**config.mk**
```make
export PLATFORM = sky130hd
export DESIGN_NAME = common_reset_sequencer
export DESIGN_NICKNAME = d
export VERILOG_FILES = /design/src/rtl/common_reset_sequencer.sv
export SDC_FILE = /design/constraint.sdc
export NUM_CORES = 1
export LEC_CHECK = 0
export CAP_MARGIN = 20
export CORE_MARGIN = 10
export CORE_UTILIZATION = 35
export DETAILED_ROUTE_END_ITERATION = 6
export GPL_ROUTABILITY_DRIVEN = 0
export PLACE_DENSITY = 0.48
export SLEW_MARGIN = 20
export SYNTH_ARGS = -nofsm -noshare
export SYNTH_HDL_FRONTEND = slang
export SYNTH_SLANG_ARGS = --single-unit
```
**constraint.sdc**
```tcl
create_clock -name clk -period 2.2 [get_ports clk]
set_input_delay 0.22 -clock clk [delete_from_list [all_inputs] [get_ports clk]]
set_output_delay 0.22 -clock clk [all_outputs]
set_load 0.01 [all_outputs]
```
**src/rtl/common_reset_sequencer.sv**
```systemverilog
// Power-up reset release sequencer: waits for a filtered PLL lock after start, then
// releases NUM_STAGES active-low resets in order. Optional lock watchdog: SEQ_WATCHDOG_EN.
module common_reset_sequencer #(
  parameter int MHZ            = 50,
  parameter int NUM_STAGES     = 4,
  parameter int STAGE_DELAY_US = 100,
  parameter int LOCK_FILTER    = 1024,
  parameter int WDT_CYCLES     = 50000000
) (
  input  logic                  clk,
  input  logic                  rst_n,
  input  logic                  start,
  input  logic                  pll_locked,
  output logic [NUM_STAGES-1:0] rst_n_out,
  output logic                  done,
  output logic [7:0]            relock_cnt,
  output logic                  lock_timeout
);

  localparam int STAGE_CYCLES = MHZ * STAGE_DELAY_US;
  localparam int DW = $clog2(STAGE_CYCLES + 1);
  localparam int FW = $clog2(LOCK_FILTER + 1);
  localparam logic [DW-1:0] DLY_LAST  = DW'(STAGE_CYCLES - 1);
  localparam logic [FW-1:0] FILT_LAST = FW'(LOCK_FILTER - 1);
  localparam logic [2:0]    IDX_LAST  = 3'(NUM_STAGES - 1);

  localparam logic [2:0] ST_IDLE      = 3'd0;
  localparam logic [2:0] ST_WAIT_LOCK = 3'd1;
  localparam logic [2:0] ST_LOCK_FILT = 3'd2;
  localparam logic [2:0] ST_RELEASE   = 3'd3;
  localparam logic [2:0] ST_DONE      = 3'd4;

  logic [2:0]            r_state;
  logic [1:0]            r_sync;
  logic [DW-1:0]         r_dly_cnt;
  logic [FW-1:0]         r_filt_cnt;
  logic [2:0]            r_idx;
  logic [NUM_STAGES-1:0] r_rst_n_out;
  logic                  r_done;
  logic [7:0]            r_relock_cnt;
  logic                  w_lock_s;
  logic [NUM_STAGES-1:0] w_stage_mask;

  assign w_lock_s = r_sync[1];

  // One-hot of the stage being released; avoids indexing with a wider index.
  always_comb begin
    w_stage_mask = '0;
    for (int unsigned i = 0; i < NUM_STAGES; i++) begin
      if (r_idx == 3'(i)) w_stage_mask[i] = 1'b1;
    end
  end

  always_ff @(posedge clk or negedge rst_n) begin
    if (!rst_n) begin
      r_state      <= ST_IDLE;
      r_sync       <= '0;
      r_dly_cnt    <= '0;
      r_filt_cnt   <= '0;
      r_idx        <= '0;
      r_rst_n_out  <= '0;
      r_done       <= 1'b0;
      r_relock_cnt <= '0;
    end else begin
      r_sync <= {r_sync[0], pll_locked};
      case (r_state)
        ST_IDLE: begin
          if (start) r_state <= ST_WAIT_LOCK;
        end
        ST_WAIT_LOCK: begin
          if (w_lock_s) begin
            r_state    <= ST_LOCK_FILT;
            r_filt_cnt <= '0;
          end
        end
        ST_LOCK_FILT: begin
          if (!w_lock_s) begin
            r_state    <= ST_WAIT_LOCK;
            r_filt_cnt <= '0;
          end else if (r_filt_cnt == FILT_LAST) begin
            r_state    <= ST_RELEASE;
            r_filt_cnt <= '0;
            r_idx      <= '0;
            r_dly_cnt  <= '0;
          end else begin
            r_filt_cnt <= r_filt_cnt + FW'(1);
          end
        end
        ST_RELEASE, ST_DONE: begin
          if (!w_lock_s) begin
            r_state     <= ST_WAIT_LOCK;
            r_rst_n_out <= '0;
            r_done      <= 1'b0;
            r_idx       <= '0;
            r_dly_cnt   <= '0;
            r_filt_cnt  <= '0;
            if (r_relock_cnt != 8'hFF) r_relock_cnt <= r_relock_cnt + 8'd1;
          end else if (r_state == ST_RELEASE) begin
            if (r_dly_cnt == DLY_LAST) begin
              r_rst_n_out <= r_rst_n_out | w_stage_mask;
              r_dly_cnt   <= '0;
              r_idx       <= r_idx + 3'd1;
              if (r_idx == IDX_LAST) begin
                r_state <= ST_DONE;
                r_done  <= 1'b1;
              end
            end else begin
              r_dly_cnt <= r_dly_cnt + DW'(1);
            end
          end
        end
        default: r_state <= ST_IDLE;
      endcase
    end
  end

  assign rst_n_out  = r_rst_n_out;
  assign done       = r_done;
  assign relock_cnt = r_relock_cnt;

`ifdef SEQ_WATCHDOG_EN
  localparam int WW = $clog2(WDT_CYCLES + 1);
  localparam logic [WW-1:0] WDT_LAST = WW'(WDT_CYCLES - 1);
  localparam logic [WW-1:0] WDT_MAX  = WW'(WDT_CYCLES);

  logic [WW-1:0] r_wdt_cnt;
  logic          r_lock_timeout;

  // Keeps counting across filter bounces; only leaving the lock-wait states clears it.
  always_ff @(posedge clk or negedge rst_n) begin
    if (!rst_n) begin
      r_wdt_cnt      <= '0;
      r_lock_timeout <= 1'b0;
    end else if (r_state == ST_WAIT_LOCK || r_state == ST_LOCK_FILT) begin
      if (r_wdt_cnt != WDT_MAX) r_wdt_cnt <= r_wdt_cnt + WW'(1);
      if (r_wdt_cnt == WDT_LAST) r_lock_timeout <= 1'b1;
    end else begin
      r_wdt_cnt <= '0;
    end
  end

  assign lock_timeout = r_lock_timeout;
`else
  assign lock_timeout = 1'b0;
`endif

endmodule

```
; After elaboration in Yosys (flattened, before gate mapping)
; Index checks and enable logic that the tools add are counted.
[totals]
regBits = 45
inputBits = 4
out_inout_bits = 14
elab_cells = 85
[op_classes]
n_addsub = 4
n_eq_ne = 22
muxes = 37
bitwise_logic = 2
reduce_logical = 12
[ops]
columns = op, n
row1 = 13-bit 2-to-1 mux, 5
row2 = 11-bit 2-to-1 mux, 4
row3 = 3-bit 2-to-1 mux, 13
row4 = 11-bit one-hot mux with 3 select lines, 1
row5 = 13-bit one-hot mux with 2 select lines, 1
row6 = 13-bit by 1-bit adder with 13-bit output (second input constant), 1
row7 = 13-bit == test (second input constant), 1
row8 = 3-bit by 2-bit == test with 1-bit output (second input constant), 4
row9 = 4-bit 2-to-1 mux, 3
row10 = 3-bit inequality test (second input constant), 4
row11 = 3-bit one-hot mux with 4 select lines, 1
row12 = 11-bit by 1-bit adder with 11-bit output (second input constant), 1
row13 = 11-bit by 10-bit == test with 1-bit output (second input constant), 1
row14 = 2-bit inequality test (second input constant), 5
row15 = 3-bit AND reduction, 3
row16 = 8-bit by 1-bit adder with 8-bit output (second input constant), 1
row17 = 1-bit 2-to-1 mux, 8
row18 = 8-bit inequality test (second input constant), 1
row19 = 4-bit AND reduction, 2
row20 = 3-bit by 1-bit == test with 1-bit output (second input constant), 2
row21 = 3-bit logical NOT, 2
row22 = 2-bit by 1-bit inequality test with 1-bit output (second input constant), 3
row23 = 3-bit one-hot mux with 2 select lines, 1
row24 = 6-bit AND reduction, 1
row25 = other kinds (8), 8

; Depth between registers and ports, before layout
[depth]
ltp_word = 6
depth_mapped = 7
depth_no_buf = 6

; Worst setup path before layout
; No wires, ideal clock.
[synth_path]
kind = register to register
from = register r_dly_cnt[10]
to = register r_dly_cnt[3]
setup_time_ps = 121
arrival_time_ps = 1827
required_time_ps = 2079
path_slack_ps = 252
stages_incl_launch_ff = 6
path_buffers = 0
synth_period_minus_slack_ps = 1948
path_cell_list = dfrtp_1 > or4_4 > nor4_4 > nor2_2 > a21o_1 > a22o_1
[synth_between]
elab_chain_cells = 5
[synth_lines]
columns = element, line_no
row1 = "start, declared", 35  ; logic [DW-1:0] r_dly_cnt;
row2 = "start signal, assigned", 108  ; r_dly_cnt <= r_dly_cnt + DW'(1);
row3 = 13-bit == test, 99  ; if (r_dly_cnt == DLY_LAST) begin
row4 = 13-bit 2-to-1 mux, 99
row5 = 13-bit 2-to-1 mux, 98  ; end else if (r_state == ST_RELEASE) begin
row6 = 13-bit 2-to-1 mux, 90  ; if (!w_lock_s) begin
row7 = 13-bit one-hot mux with 2 select lines, 66  ; case (r_state)
; No other way between the ends. The select of a mux whose other input is x is not followed.
; A chain may end at the register's enable or synchronous reset.

; Final worst setup path
[layout_path]
from = register r_dly_cnt[5]
to = register r_dly_cnt[3]
; Same word-level chain as after synthesis.

==> impl_metrics.yaml <==
cts:
  numCtsBuffers: 5
  clkLatencyLatePin_ns: 0.29
  cts-root-buf: "clkbuf_8"
  clk_pin_slew_worst_paths_ns: 0.08
  tritoncts: "built"
  clk_path_buf_depth: 2
  clock-sinks: 45
  cts_setup_buffers: 0
  htree_num_levels: 2
timing:
  max_freq_mhz: 485
  relSlewSlack_pct: 56.4
  fin_skew_ns: 0.00745
  worst-slew-pin-transition_ns: 0.652
  finalCritPeriodShare_pct: 93.7
  final.setup.tns_ns: 0
  finalHoldViolCount: 0
  slew_violations: 0
  setup_viol: 0
  grt_setup_unrepaired: "no"
  final.min_clock_period_ns: 2.06
  finalHoldWorstSlack_ns: 0.352
floorplanning:
  die_x_um: 103
  rows: 30
  core_area_sq_mm: 0.00672
  die_area_sq_mm: 0.0105
  ios: 18
  die_y_um: 103
  initial_utilization_pct: 35.5
power:
  p_per_area_mw_per_mm2: 822
  p_leak_nw: 1.21
  ir_drop_mv: 0.353
yosys:
  synthFlopType: "dfrtp_1"
  synth-edff-count: 0
  synth_seq_cells: 45
  ys_types: 53
  synthCells: 248
  synth_area_sq_mm: 0.00238
  postSynthAreaPerCell_sq_um: 9.61
  ys_seq_area_share_pct: 47.3
  synth_nets: 260
  synthArstFlopShare_pct: 100
  yosysWarnings: 0
critical_path:
  crit_type: "register to register"
  cp_max_fo: 11
  critPathCaptureType: "register"
  cp.required_ns: 2.39
  cp-start-kind: "register"
  crit_arrival_ns: 2.25
detailed_routing:
  dr_total_vias: 1901
  drt_pass1_iterations: 4
  first_iter_violations: 77
  totalWireLength_mm: 5.15
  route.detailed.drc: 0
  via_per_inst: 5.24
  wl_per_cell_um: 14.2
  route.antenna.remaining_nets: 0
place:
  portBuffers: 16
  hpwl_mm: 3.70
worst_hold_path:
  min_path_type: "register to register"
global_route:
  grt_pass1_vias: 1845
  antenna_found_initial: 0
  grt_usage_pct: 10.4
  grt_start_max_net_pins: 25
  grt_overflow: 0
  grt_pass1_wl_mm: 8.87
layout:
  fillers: 678
  syn2layout_area_growth_pct: 20.1
  drive_above_1_share_pct: 14.8
  nets: 294
  antenna_cells: 0
  multi_input_area_sq_mm: 0.00117
  ff_latch_area_sq_mm: 0.00113
flow_run:
  maxCapViolCount: 0
run_status:
  status: "finished clean"
## where the power goes
group          switching, mW  total [mW]  internal (mW)  leakage, nW
Combinational          0.397       0.736          0.339        0.539
Clock                  0.276       0.560          0.284       0.0542
Sequential             0.134        1.05          0.921        0.612
## critical path: stages, from the launching register on
cell and delay [ns]:
dfrtp_1 0.42, or4_4 0.53, nor4_4 0.37, buf_12 0.18
nor2_2 0.07, a21o_1 0.17, a22o_1 0.21
## cell usage after synthesis (2+ instances only)
| master | number | share of area, % |
|---|---|---|
| a211oi_1 | 2 | 0.63 |
| a21o_1 | 3 | 0.95 |
| a21oi_1 | 11 | 2.3 |
| a22o_1 | 3 | 1.1 |
| and3_1 | 2 | 0.53 |
| buf_2 | 2 | 0.42 |
| buf_6 | 2 | 0.95 |
| clkbuf_1 | 2 | 0.32 |
| dfrtp_1 | 45 | 47 |
| ha_1 | 8 | 4.2 |
| inv_1 | 12 | 1.9 |
| mux2_2 | 2 | 0.95 |
| nand2_1 | 21 | 3.3 |
| nand3_1 | 14 | 2.9 |
| nand3b_1 | 2 | 0.63 |
| nand4_1 | 6 | 1.6 |
| nor2_1 | 20 | 3.2 |
| nor2b_1 | 3 | 0.79 |
| nor3_1 | 11 | 2.3 |
| nor4_1 | 2 | 0.53 |
| o21ai_0 | 17 | 3.6 |
| o21ai_1 | 17 | 3.6 |
| o31ai_1 | 5 | 1.6 |
| or3_1 | 2 | 0.53 |
| xnor2_1 | 6 | 2.2 |
## area by class of cell
type,count,area share (%)
Tap cell,80,3.50
Timing Repair Buffer,34,11.1
Clock inverter,1,0.175
Clock buffer,7,3.37
Inverter,12,1.57
Multi-Input combinational cell,184,40.9
Sequential cell,45,39.4
## through the flow
step	util (%)	total power [mW]	instance area, sq um	instances	setup slack (ns)
3_5_place_dp	40.8	1.81	2740	354	0.143
6_report	42.6	2.35	2860	363	0.140
2_1_floorplan	-	1.55	2380	248	0.252
4_1_cts	42.5	2.39	2850	363	0.107
3_3_place_gp	40.8	1.82	2740	354	0.104
5_1_grt	42.6	2.52	2860	363	0.0411
## timing repair
action | 4_1_cts | 5_1_grt
gates resized for setup | 0 | 1
endpoints found under the hold margin | 21 | 0
hold buffers | 1 | 0
setup endpoints to repair | 0 | 1
## path summary, 6_finish.rpt
path | slack, ns | to | depth (start not counted) | start
min in group asynchronous | 0.45 | r_dly_cnt[6]$_DFFE_PN0P_ | 2 | rst_n
worst max-delay path | 0.14 | r_dly_cnt[3]$_DFFE_PN0P_ | 6 | r_dly_cnt[5]$_DFFE_PN0P_
worst max register to register | 0.14 | r_dly_cnt[3]$_DFFE_PN0P_ | 6 | r_dly_cnt[5]$_DFFE_PN0P_
worst min register to register | 0.35 | r_sync[1]$_DFF_PN0_ | 0 | r_sync[0]$_DFF_PN0_
worst min-delay path | 0.35 | r_sync[1]$_DFF_PN0_ | 0 | r_sync[0]$_DFF_PN0_
max in group asynchronous | 1.24 | relock_cnt[1]$_DFFE_PN0P_ | 3 | rst_n
## routing by layer
| metal | part of all wire (%) | track usage (%) | vias to the layer above |
|---|---|---|---|
| met5 | 0 | 0 | - |
| met4 | 0.64 | 3.58 | 0 |
| met3 | 6.7 | 3.35 | 2 |
| met2 | 43 | 14.8 | 40 |
| met1 | 50 | 14.4 | 899 |
| li1 | - | - | 960 |
## cells in the final DEF, fill, tap and decap left out, types with 3 or more instances in the layout
cell type	netlist	routed
o31ai_1	5	5
xnor2_1	6	6
a22o_1	3	3
nand2_1	21	21
ha_1	8	8
a21o_1	3	3
nor2b_1	3	3
inv_1	12	12
o21ai_1	17	17
o21ai_0	17	17
nor2_1	20	20
clkdlybuf4s50_1	0	15
buf_4	1	15
nand4_1	6	6
a21oi_1	11	11
dfrtp_1	45	45
nand3_1	14	14
clkbuf_8	0	7
nor3_1	11	11
## logic make-up after synthesis
logic type	count (synthesis)	share of synthesized area, %
AO/OA/AOI/OAI	70	18.9
XOR/XNOR	7	2.57
adder cells (fa/ha/maj)	8	4.20
buffers and inverters	19	3.89
flip-flops	45	47.3
multiplexers	3	1.37
other	1	0.157
AND/OR/NAND/NOR	95	21.6
## flip-flops by register name (all words and copies together), names as in the netlist
signal	flops
r_dly_cnt	13
r_filt_cnt	11
relock_cnt	8
rst_n_out	4
r_idx	3
r_state	3
r_sync	2
done	1
Power figures use the tool's default switching activity.
